==> src/rtl/board_ctrl_pkg.sv <==
// Shared types and default 14.318 MHz timing constants for board_ctrl.
package board_ctrl_pkg;

    typedef enum logic [1:0] {
        POR_HOLD  = 2'd0,
        POR_COUNT = 2'd1,
        POR_RUN   = 2'd2
    } por_state_t;

    localparam int unsigned DEF_DEBOUNCE_CYCLES     = 143180;
    localparam int unsigned DEF_POR_CYCLES          = 4194304;
    localparam int unsigned DEF_FLASH_HALF_CYCLES   = 3579545;
    localparam int unsigned DEF_REPEAT_DELAY_CYCLES = 7159090;
    localparam int unsigned DEF_REPEAT_RATE_CYCLES  = 1431818;

    // Counter width for a counter that wraps/clears at terminal-1.
    function automatic int unsigned cnt_width(input int unsigned terminal);
        return (terminal > 1) ? $clog2(terminal) : 1;
    endfunction

endpackage

==> src/rtl/board_ctrl_key.sv <==
// One push button: 2-flop synchroniser, polarity normalisation, debounce,
// press/release strobes and (with BOARD_CTRL_KEY_REPEAT_EN) auto-repeat.
module key_debounce
    import board_ctrl_pkg::*;
#(
    parameter int unsigned DEBOUNCE_CYCLES     = DEF_DEBOUNCE_CYCLES,
    parameter int unsigned REPEAT_DELAY_CYCLES = DEF_REPEAT_DELAY_CYCLES,
    parameter int unsigned REPEAT_RATE_CYCLES  = DEF_REPEAT_RATE_CYCLES,
    parameter bit          ACTIVE_LOW          = 1'b1,
    parameter bit          REPEAT_ALLOW        = 1'b1
) (
    input  logic clk,
    input  logic reset,
    input  logic key_raw,
    output logic level,
    output logic press_stb,
    output logic release_stb
);

    localparam logic        IDLE_RAW = ACTIVE_LOW;
    localparam int unsigned DB_W     = cnt_width(DEBOUNCE_CYCLES);

    // Reject timing values that would make the counters meaningless.
    if (DEBOUNCE_CYCLES < 1 ||
        (REPEAT_ALLOW && (REPEAT_DELAY_CYCLES < 1 || REPEAT_RATE_CYCLES < 1))) begin : g_bad_cfg
        $error("key_debounce: cycle counts must be at least 1");
    end

    logic            sync1;
    logic            sync2;
    logic            sampled;
    logic [DB_W-1:0] db_cnt;
    logic            commit_c;
    logic            rpt_fire_c;

    assign commit_c = (sampled != level) && (db_cnt == DB_W'(DEBOUNCE_CYCLES - 1));

    // Synchronise the raw level and register it as pressed = 1.
    always_ff @(posedge clk) begin
        if (reset) begin
            sync1   <= IDLE_RAW;
            sync2   <= IDLE_RAW;
            sampled <= 1'b0;
        end else begin
            sync1   <= key_raw;
            sync2   <= sync1;
            sampled <= sync2 ^ ACTIVE_LOW;
        end
    end

    // Debounce counter: count while the sample disagrees, commit at terminal.
    always_ff @(posedge clk) begin
        if (reset) begin
            db_cnt      <= '0;
            level       <= 1'b0;
            press_stb   <= 1'b0;
            release_stb <= 1'b0;
        end else begin
            press_stb   <= (commit_c && !level) || rpt_fire_c;
            release_stb <= commit_c && level;
            if (sampled == level) begin
                db_cnt <= '0;
            end else if (commit_c) begin
                db_cnt <= '0;
                level  <= sampled;
            end else begin
                db_cnt <= db_cnt + DB_W'(1);
            end
        end
    end

`ifdef BOARD_CTRL_KEY_REPEAT_EN
    localparam int unsigned RPT_MAX = (REPEAT_DELAY_CYCLES > REPEAT_RATE_CYCLES) ?
                                      REPEAT_DELAY_CYCLES : REPEAT_RATE_CYCLES;
    localparam int unsigned RPT_W   = cnt_width(RPT_MAX);

    logic [RPT_W-1:0] rpt_cnt;
    logic             rpt_active;
    logic             rpt_hit_c;

    // First repeat after the delay, later ones after the rate interval.
    assign rpt_hit_c  = level && !commit_c &&
                        (rpt_cnt == (rpt_active ? RPT_W'(REPEAT_RATE_CYCLES - 1)
                                                : RPT_W'(REPEAT_DELAY_CYCLES - 1)));
    assign rpt_fire_c = REPEAT_ALLOW && rpt_hit_c;

    // Hold-time counter, restarted by every press and cleared while released.
    always_ff @(posedge clk) begin
        if (reset) begin
            rpt_cnt    <= '0;
            rpt_active <= 1'b0;
        end else if (!level || commit_c) begin
            rpt_cnt    <= '0;
            rpt_active <= 1'b0;
        end else if (rpt_hit_c) begin
            rpt_cnt    <= '0;
            rpt_active <= 1'b1;
        end else begin
            rpt_cnt    <= rpt_cnt + RPT_W'(1);
        end
    end
`else
    assign rpt_fire_c = 1'b0;
`endif

endmodule

==> src/rtl/board_ctrl.sv <==
// Board housekeeping: stretched system reset, debounced keypad and the
// character flash clock. Build option BOARD_CTRL_KEY_REPEAT_EN enables
// key auto-repeat (never on the reset key).
module board_ctrl
    import board_ctrl_pkg::*;
#(
    parameter int unsigned NUM_KEYS            = 4,
    parameter bit          KEY_ACTIVE_LOW      = 1'b1,
    parameter int unsigned RST_KEY             = 2,
    parameter int unsigned DEBOUNCE_CYCLES     = DEF_DEBOUNCE_CYCLES,
    parameter int unsigned POR_CYCLES          = DEF_POR_CYCLES,
    parameter int unsigned FLASH_HALF_CYCLES   = DEF_FLASH_HALF_CYCLES,
    parameter int unsigned REPEAT_DELAY_CYCLES = DEF_REPEAT_DELAY_CYCLES,
    parameter int unsigned REPEAT_RATE_CYCLES  = DEF_REPEAT_RATE_CYCLES
) (
    input  logic                CLK_14M,
    input  logic                reset,
    input  logic                pll_locked,
    input  logic [NUM_KEYS-1:0] keys_in,
    output logic                sys_reset,
    output logic                flash_clk,
    output logic [NUM_KEYS-1:0] key_level,
    output logic [NUM_KEYS-1:0] key_press,
    output logic [NUM_KEYS-1:0] key_release,
    output logic [3:0]          led
);

    localparam int unsigned KEY_W   = (NUM_KEYS > 1) ? $clog2(NUM_KEYS) : 1;
    localparam int unsigned POR_W   = cnt_width(POR_CYCLES);
    localparam int unsigned FLASH_W = cnt_width(FLASH_HALF_CYCLES);

    // Reject configurations outside the supported range.
    if (NUM_KEYS < 2 || NUM_KEYS > 8 || RST_KEY >= NUM_KEYS ||
        POR_CYCLES < 1 || FLASH_HALF_CYCLES < 1) begin : g_bad_cfg
        $error("board_ctrl: unsupported parameter combination");
    end

    // One debouncer per button; the reset key never auto-repeats.
    for (genvar k = 0; k < NUM_KEYS; k++) begin : g_key
        key_debounce #(
            .DEBOUNCE_CYCLES     (DEBOUNCE_CYCLES),
            .REPEAT_DELAY_CYCLES (REPEAT_DELAY_CYCLES),
            .REPEAT_RATE_CYCLES  (REPEAT_RATE_CYCLES),
            .ACTIVE_LOW          (KEY_ACTIVE_LOW),
            .REPEAT_ALLOW        (k != int'(RST_KEY))
        ) u_key (
            .clk         (CLK_14M),
            .reset       (reset),
            .key_raw     (keys_in[k]),
            .level       (key_level[k]),
            .press_stb   (key_press[k]),
            .release_stb (key_release[k])
        );
    end

    por_state_t         state;
    por_state_t         state_next;
    logic [POR_W-1:0]   por_cnt;
    logic [POR_W-1:0]   por_cnt_next;
    logic [FLASH_W-1:0] flash_cnt;
    logic               cause_c;
    logic               run_c;

    assign cause_c = !pll_locked || key_level[KEY_W'(RST_KEY)];
    assign run_c   = (state == POR_RUN) && (state_next == POR_RUN);

    // POR next state: wait for causes to clear, stretch, run; causes win.
    always_comb begin
        state_next   = state;
        por_cnt_next = '0;
        case (state)
            POR_HOLD: begin
                if (!cause_c) state_next = POR_COUNT;
            end
            POR_COUNT: begin
                if (por_cnt == POR_W'(POR_CYCLES - 1)) state_next = POR_RUN;
                else                                  por_cnt_next = por_cnt + POR_W'(1);
            end
            POR_RUN: begin
                state_next = POR_RUN;
            end
            default: begin
                state_next = POR_HOLD;
            end
        endcase
        if (cause_c) begin
            state_next   = POR_HOLD;
            por_cnt_next = '0;
        end
    end

    // POR state register and registered system reset.
    always_ff @(posedge CLK_14M) begin
        if (reset) begin
            state     <= POR_HOLD;
            por_cnt   <= '0;
            sys_reset <= 1'b1;
        end else begin
            state     <= state_next;
            por_cnt   <= por_cnt_next;
            sys_reset <= (state_next != POR_RUN);
        end
    end

    // Flash divider: free-runs only while staying in POR_RUN.
    always_ff @(posedge CLK_14M) begin
        if (reset || !run_c) begin
            flash_cnt <= '0;
            flash_clk <= 1'b0;
        end else if (flash_cnt == FLASH_W'(FLASH_HALF_CYCLES - 1)) begin
            flash_cnt <= '0;
            flash_clk <= !flash_clk;
        end else begin
            flash_cnt <= flash_cnt + FLASH_W'(1);
        end
    end

    // Status LEDs, one register behind their sources.
    always_ff @(posedge CLK_14M) begin
        if (reset) led <= 4'b0000;
        else       led <= {key_level[1:0], flash_clk, !sys_reset};
    end

endmodule

==> config.mk <==
export PLATFORM = sky130hd
export DESIGN_NAME = board_ctrl
export DESIGN_NICKNAME = d
export VERILOG_FILES = /design/src/rtl/board_ctrl_pkg.sv /design/src/rtl/board_ctrl_key.sv /design/src/rtl/board_ctrl.sv
export SDC_FILE = /design/constraint.sdc
export NUM_CORES = 1
export LEC_CHECK = 0
export BUFFER_PORTS_ARGS = -buffer_cell sky130_fd_sc_hd__clkbuf_2
export CORE_MARGIN = 2
export CORE_UTILIZATION = 66
export DETAILED_ROUTE_END_ITERATION = 6
export PLACE_DENSITY = 0.95
export SLEW_MARGIN = 40
export SYNTH_ARGS = -nofsm -noshare
export SYNTH_HDL_FRONTEND = slang
export SYNTH_SLANG_ARGS = --single-unit
==> constraint.sdc <==
create_clock -name CLK_14M -period 5 [get_ports CLK_14M]
set_input_delay 0.75 -clock CLK_14M [delete_from_list [all_inputs] [get_ports CLK_14M]]
set_output_delay 0.75 -clock CLK_14M [all_outputs]
set_load 0.02 [all_outputs]
==> results of run 1 <==
## worst max-delay path, cell delays in order, from the launching register on
cell and delay, ns:
dfxtp_1 0.38, ha_1 0.26, nor4bb_1 0.36, nand3_1 0.23
o41ai_4 0.55, buf_4 0.28, nor2_1 0.07
## layout make-up
cell class / count / area share [%]
multi-input cells: 512 / 44.49
flip-flops and latches: 148 / 41.81
clock buffers: 22 / 6.815
well taps: 129 / 2.278
repair buffers: 26 / 1.907
clock inverters: 8 / 1.748
inverters: 18 / 0.9534
## power groups by stage
| stage | logic [mW] | registers [mW] | clock network (mW) |
|---|---|---|---|
| 6_report | 0.0189 | 1.19 | 1.29 |
| 5_1_grt | 0.0210 | 1.19 | 1.35 |
| 4_1_cts | 0.0185 | 1.19 | 1.30 |
| 3_5_place_dp | 0.0182 | 1.21 | 0 |
| 3_3_place_gp | 0.0170 | 1.21 | 0 |
| 2_1_floorplan | 0.0133 | 1.21 | 0 |
## cell usage after synthesis (2+ instances only)
cell type / count / area [um^2]
dfxtp_1: 148 / 2963
nor2_1: 101 / 379.1
xor2_1: 39 / 341.6
nand3_1: 38 / 190.2
nand2_1: 36 / 135.1
a21oi_1: 35 / 175.2
nand4_1: 35 / 219.0
xnor2_1: 35 / 306.5
o21ai_0: 29 / 145.1
or3_1: 27 / 168.9
inv_1: 18 / 67.56
and3_1: 17 / 106.4
nor3_1: 17 / 85.08
and4_1: 15 / 131.4
buf_4: 14 / 105.1
or2_2: 11 / 68.82
nor4_1: 9 / 56.30
buf_2: 8 / 40.04
clkbuf_1: 7 / 26.28
ha_1: 7 / 87.58
nor4b_1: 7 / 61.31
or4_1: 6 / 45.04
and2_1: 5 / 31.28
nand2b_1: 4 / 25.02
nor2b_1: 4 / 25.02
o31ai_1: 4 / 30.03
nand3b_1: 3 / 22.52
nor4bb_1: 3 / 30.03
a21boi_0: 2 / 15.01
a31o_2: 2 / 17.52
buf_6: 2 / 22.52
mux2_2: 2 / 22.52
nand4_4: 2 / 42.54
nor3b_1: 2 / 15.01
o21a_1: 2 / 15.01
o21ai_1: 2 / 10.01
## final timing paths
| kind | startpoint | cells past startpoint | slack (ns) | endpoint |
|---|---|---|---|---|
| max | g_key[0].u_key.db_cnt[0] | 6 | 2.77 | g_key[0].u_key.db_cnt[7] |
| min | g_key[1].u_key.sync2 | 1 | 0.38 | g_key[1].u_key.sampled |
| max reg2reg | g_key[0].u_key.db_cnt[0] | 6 | 2.77 | g_key[0].u_key.db_cnt[7] |
| min reg2reg | g_key[1].u_key.sync2 | 1 | 0.38 | g_key[1].u_key.sampled |
## metal layers
layer / GRT usage, % / up-vias
met3: 9.644 / 43
met2: 52.13 / 182
met5: 0 / -
li1: - / 2523
met1: 28.04 / 2497
met4: 9.231 / 0
## stage by stage
stage / hold slack [ns] / std cells / util, % / instance area [um^2]
after floorplan: 0.3627 / 709 / - / 6365
after global placement: 0.3644 / 832 / 69.58 / 6460
after detailed placement: 0.3667 / 832 / 69.72 / 6472
after CTS: 0.3793 / 862 / 76.25 / 7079
after global routing: 0.3932 / 863 / 76.33 / 7087
final: 0.3807 / 863 / 76.33 / 7087
## placed cells by master (no fill, tap or decap), drive strengths merged, types with 5 or more instances in the layout
| master | synthesis | final |
|---|---|---|
| a21oi | 35 | 35 |
| and2 | 5 | 5 |
| and3 | 17 | 17 |
| and4 | 15 | 15 |
| clkbuf | 7 | 46 |
| dfxtp | 148 | 148 |
| ha | 7 | 7 |
| inv | 18 | 18 |
| nand2 | 36 | 36 |
| nand3 | 38 | 38 |
| nand4 | 37 | 37 |
| nor2 | 101 | 101 |
| nor3 | 17 | 17 |
| nor4 | 9 | 9 |
| nor4b | 8 | 8 |
| o21ai | 32 | 32 |
| o31ai | 5 | 5 |
| or2 | 11 | 11 |
| or3 | 27 | 27 |
| or4 | 7 | 7 |
| xnor2 | 35 | 35 |
| xor2 | 39 | 39 |
## cells by family (layout without fill, tap and decap cells)
kind of cell / after synthesis / in the layout
buffers and inverters: 49 / 74
DFF: 148 / 148
adders and majority gates: 7 / 7
xor gates and xnor gates: 74 / 74
muxes: 3 / 3
and+or+nand+nor: 347 / 347
AOI/OAI and AO/OA: 81 / 81
## sequential cells by signal (all words and copies together) (netlist names), 4 cells and up
signal	cells
flash_cnt	22
g_key.u_key.db_cnt	72
g_key.u_key.level	4
g_key.u_key.press_stb	4
g_key.u_key.release_stb	4
g_key.u_key.sampled	4
g_key.u_key.sync1	4
g_key.u_key.sync2	4
led	4
por_cnt	22
==> results.py, run 1 <==
metrics = {
    "run_status": {
        "outcome": "complete, no violations",
    },
    "placed_design": {
        "dp_slack_ns": 2.673,
        "routabilityCongestion": 0.8432,
        "io_buffer_count": 24,
        "dp_hpwl_mm": 8.829,
    },
    "clock_network": {
        "clk-insertion-delay-late_ns": 0.54,
        "clock_path_buffers": 2,
        "clock-sinks": 148,
        "cts_hold_buf": 0,
        "cts_buffers": 17,
        "post-cts-setup-buffers": 0,
        "h-tree-depth": 4,
        "cts-root-buf": "clkbuf_8",
        "post_cts_resized": 0,
        "path_clk_slew_ns": 0.06,
        "cts_tree": "done",
    },
    "grt": {
        "grt_pass1_wl_mm": 22.38,
        "grt_pass1_vias": 5018,
        "grt_start_max_net_pins": 33,
        "overflow": 0,
        "antenna_found_initial": 0,
        "track_usage_pct": 27.54,
    },
    "logic_synthesis": {
        "synth_compound_gate_area_share_pct": 7.549,
        "synth-edff-count": 0,
        "synth_fp_nets": 723,
        "synthArstFlopShare_pct": 0,
        "ys_ff_latch": 148,
        "synth_ff_type": "dfxtp_1",
        "synth_top_family_by_area": "simple AND/OR/NAND/NOR gates",
        "synth-simple-area-share_pct": 29.72,
        "synth_cell_types": 47,
        "ys_seq_area_share_pct": 46.55,
        "synth_xor_area_share_pct": 10.18,
        "synth_adder_area_share_pct": 1.376,
        "ys.warnings.count": 0,
        "muxShareOfSynthArea_pct": 0.5111,
        "avgSynthCellArea_um2": 8.977,
        "syn_inst": 709,
        "syn_area_um2": 6365,
    },
    "pwr": {
        "p_sw_mw": 0.4857,
        "ir_drop_mv": 0.2763,
        "intPower_mw": 2.011,
        "finalPower_mw": 2.497,
        "seqPwrFrac_pct": 47.5,
        "leakage_nw": 2.304,
        "pwr_density_cell_nw_per_um2": 352.4,
        "swShare_pct": 19.45,
        "p_clk_share_pct": 51.7,
        "p_comb_share_pct": 0.8,
    },
    "setup_path": {
        "path_max_fanout": 12,
        "cp_data_arrival_time_ns": 2.66,
        "cp.required_ns": 5.43,
        "endpoint_kind": "flip-flop",
        "crit_type": "flip-flop to flip-flop",
        "startpoint_type": "flip-flop",
    },
    "drt": {
        "drtPass1Iterations": 5,
        "met2_length_mm": 7.527,
        "drc": 0,
        "drt_iter0_markers": 238,
        "viasPerCell": 6.078,
        "ant_nets": 0,
        "met1_length_mm": 5.358,
        "wl_met3_um": 754,
        "via_count": 5245,
        "avgRoutedWirePerCell_um": 16.23,
        "highest_layer": "met4",
        "wl_mm": 14.01,
    },
    "timing": {
        "slew_violations": 0,
        "fin_setup_tns_ns": 0,
        "maxSlewHeadroom_pct": 54.69,
        "fin_skew_ns": 0.005504,
        "worstMarginPinSlew_ns": 0.6795,
        "fmax_ghz": 0.4481,
        "min_period_over_period_pct": 44.64,
        "finalHoldViolations": 0,
        "report.final.setup_viol": 0,
        "fin_crit_ns": 2.232,
        "rsz0062_at_grt": "no",
        "setup_ws_ns": 2.768,
    },
    "finish": {
        "layout-drive-gt1-share_pct": 10.76,
        "fill_cells": 625,
        "multi_input_area_um2": 3153,
        "area_growth_pct": 11.34,
        "antennaDiodeCount": 0,
        "seqCellArea_um2": 2963,
        "nets": 737,
    },
    "die": {
        "core_area_um2": 9284,
        "num_rows": 35,
        "start_util_pct": 68.56,
        "dieArea_um2": 10440,
        "die_h_um": 102.2,
        "ioPinCount": 25,
        "chipWidth_um": 102.2,
    },
    "hold_path": {
        "hp-class": "flip-flop to flip-flop",
    },
    "run": {
        "max_cap_violations": 0,
    },
}
Power figures use the tool's default switching activity.
==> run 2, diff against run 1 <==
Settings changed: CORE_UTILIZATION 66 to 61, PLACE_DENSITY 0.95 to 0.91.
Clock period 5 ns to 2.3 ns, I/O delays scaled along.
==> run 2 against run 1 <==
Net effect: register-to-register slack got worse by 2.6 ns; worst hold slack got worse by 0.26 ns; global-route usage shrank 3.4 points; die area grew 7.9%; flip-flop and latch count did not move; clock skew about the same; clock power grew 110%; maximum frequency grew 5.1%; largest power group unchanged; critical path depth stayed put; sequential share of layout area fell by 0.41 points.
==> results.py, run 2 (same netlist as run 1, synthesis figures left out) <==
metrics = {
    "setup_path": {
        "crit_type": "flip-flop to flip-flop",
        "cp.required_ns": 2.73,
        "regToRegSetupSlack_ns": 0.18,
        "endpoint_kind": "flip-flop",
        "r2r_end": "g_key[0].u_key.db_cnt[12]",
        "startpoint_type": "flip-flop",
        "path_max_fanout": 10,
        "cp_data_arrival_time_ns": 2.55,
        "worstReg2RegStart": "g_key[0].u_key.db_cnt[0]",
        "ff2ff_path_depth": 6,
    },
    "timing": {
        "fin_skew_ns": 0.005699,
        "holdWs_ns": 0.1227,
        "report.final.setup_viol": 0,
        "fin_setup_tns_ns": 0,
        "maxSlewHeadroom_pct": 62.10,
        "slew_violations": 0,
        "min_period_over_period_pct": 92.29,
        "fin_crit_ns": 2.123,
        "rsz0062_at_grt": "no",
        "fmax_ghz": 0.4711,
        "worstMarginPinSlew_ns": 0.5685,
        "finalHoldViolations": 0,
    },
    "finish": {
        "antennaDiodeCount": 0,
        "layout-drive-gt1-share_pct": 11.17,
        "reg.largest.list": "g_key.u_key.db_cnt (72), flash_cnt (22), por_cnt (22)",
        "final_cell_mix": "dfxtp_1, nor2_1, xor2_1",
        "nets": 747,
        "fill_cells": 729,
        "final_common_cell": "dfxtp_1",
        "area_growth_pct": 12.44,
        "largest_reg_flops": 72,
        "seqCellArea_um2": 2963,
        "max_flop_register": "g_key.u_key.db_cnt",
        "multi_input_area_um2": 3141,
        "post-route-util_pct": 69.95,
    },
    "hold_path": {
        "hold_end": "g_key[2].u_key.sampled",
        "min_path_cells": 2,
        "min_from": "reset",
        "hp-class": "input port to flip-flop",
    },
    "clock_network": {
        "h-tree-depth": 4,
        "cts-root-buf": "clkbuf_8",
        "clk-insertion-delay-late_ns": 0.53,
        "cts_buffers": 17,
        "cts_hold_buf": 4,
        "post_cts_resized": 0,
        "path_clk_slew_ns": 0.06,
        "cts_tree": "done",
        "clock-sinks": 148,
        "clock_path_buffers": 2,
        "post-cts-setup-buffers": 0,
    },
    "die": {
        "num_rows": 37,
        "die_h_um": 106.1,
        "start_util_pct": 62.21,
        "chipWidth_um": 106.1,
        "dieArea_um2": 11270,
        "ioPinCount": 25,
        "core_area_um2": 10230,
    },
    "run_status": {
        "outcome": "complete, no violations",
    },
    "drt": {
        "drc": 0,
        "ant_nets": 0,
        "drt_iter0_markers": 267,
        "viasPerCell": 5.804,
        "via_count": 5102,
        "wl_mm": 12.94,
        "drtPass1Iterations": 4,
        "avgRoutedWirePerCell_um": 14.72,
    },
    "pwr": {
        "ir_drop_mv": 0.6450,
        "pwr_density_cell_nw_per_um2": 753.2,
        "leakage_nw": 2.334,
    },
    "grt": {
        "grt_start_max_net_pins": 25,
        "antenna_found_initial": 0,
        "track_usage_pct": 24.09,
        "grt_pass1_wl_mm": 21.88,
        "overflow": 0,
        "grt_pass1_vias": 4908,
    },
    "run": {
        "max_cap_violations": 0,
    },
    "placed_design": {
        "routabilityCongestion": 0.8308,
        "io_buffer_count": 24,
        "dp_hpwl_mm": 8.669,
    },
}
## run 2: worst max path at each step
stage / endpoint / from / cells after the start
after floorplan: g_key[0].u_key.db_cnt[10] / g_key[0].u_key.db_cnt[0] / 6
after global placement: g_key[2].u_key.db_cnt[3] / g_key[2].u_key.db_cnt[0] / 5
after CTS: g_key[0].u_key.db_cnt[12] / g_key[0].u_key.db_cnt[0] / 6
after global routing: g_key[2].u_key.db_cnt[6] / g_key[2].u_key.db_cnt[0] / 5
final: g_key[0].u_key.db_cnt[12] / g_key[0].u_key.db_cnt[0] / 6
after detailed placement: g_key[2].u_key.db_cnt[5] / g_key[2].u_key.db_cnt[0] / 5
## run 2: critical path, cell delays in order, from the launching register on
cell      delay [ns]
dfxtp_1         0.39
ha_1            0.33
nor4bb_1        0.41
nand3_1         0.22
o41ai_4         0.37
buf_4           0.23
nor2_1          0.06
## run 2: layout make-up
type	instances	area share (%)
multi-input combinational	512	43.88
sequential	148	41.40
clock buffer	21	6.556
timing repair buffer	36	3.077
tap	136	2.378
clock inverter	8	1.766
inverter	18	0.9441
## run 2: per-stage QoR
stage | instances | worst slack, ns | area [um^2] | power [mW]
2_1_floorplan | 709 | 0.4771 | 6365 | 2.664
4_1_cts | 879 | 0.2419 | 7157 | 5.415
3_5_place_dp | 846 | 0.2627 | 6521 | 2.681
6_report | 879 | 0.1774 | 7157 | 5.390
5_1_grt | 879 | 0.09490 | 7157 | 5.532
3_3_place_gp | 846 | 0.4041 | 6521 | 2.678
## run 2: power breakdown
part	internal [mW]	switching (mW)	total [mW]
clock	1.75	1.01	2.76
sequential	2.58	0.00564	2.58
combinational	0.0223	0.0282	0.0504
total	4.35	1.04	5.39
## run 2: metal layers
metal	vias up	part of all wire (%)	global-route usage, %
met2	92	52	43.96
met5	-	0	0
met1	2459	43	26.95
met4	0	1.2	7.895
li1	2534	-	-
met3	17	3.6	6.683
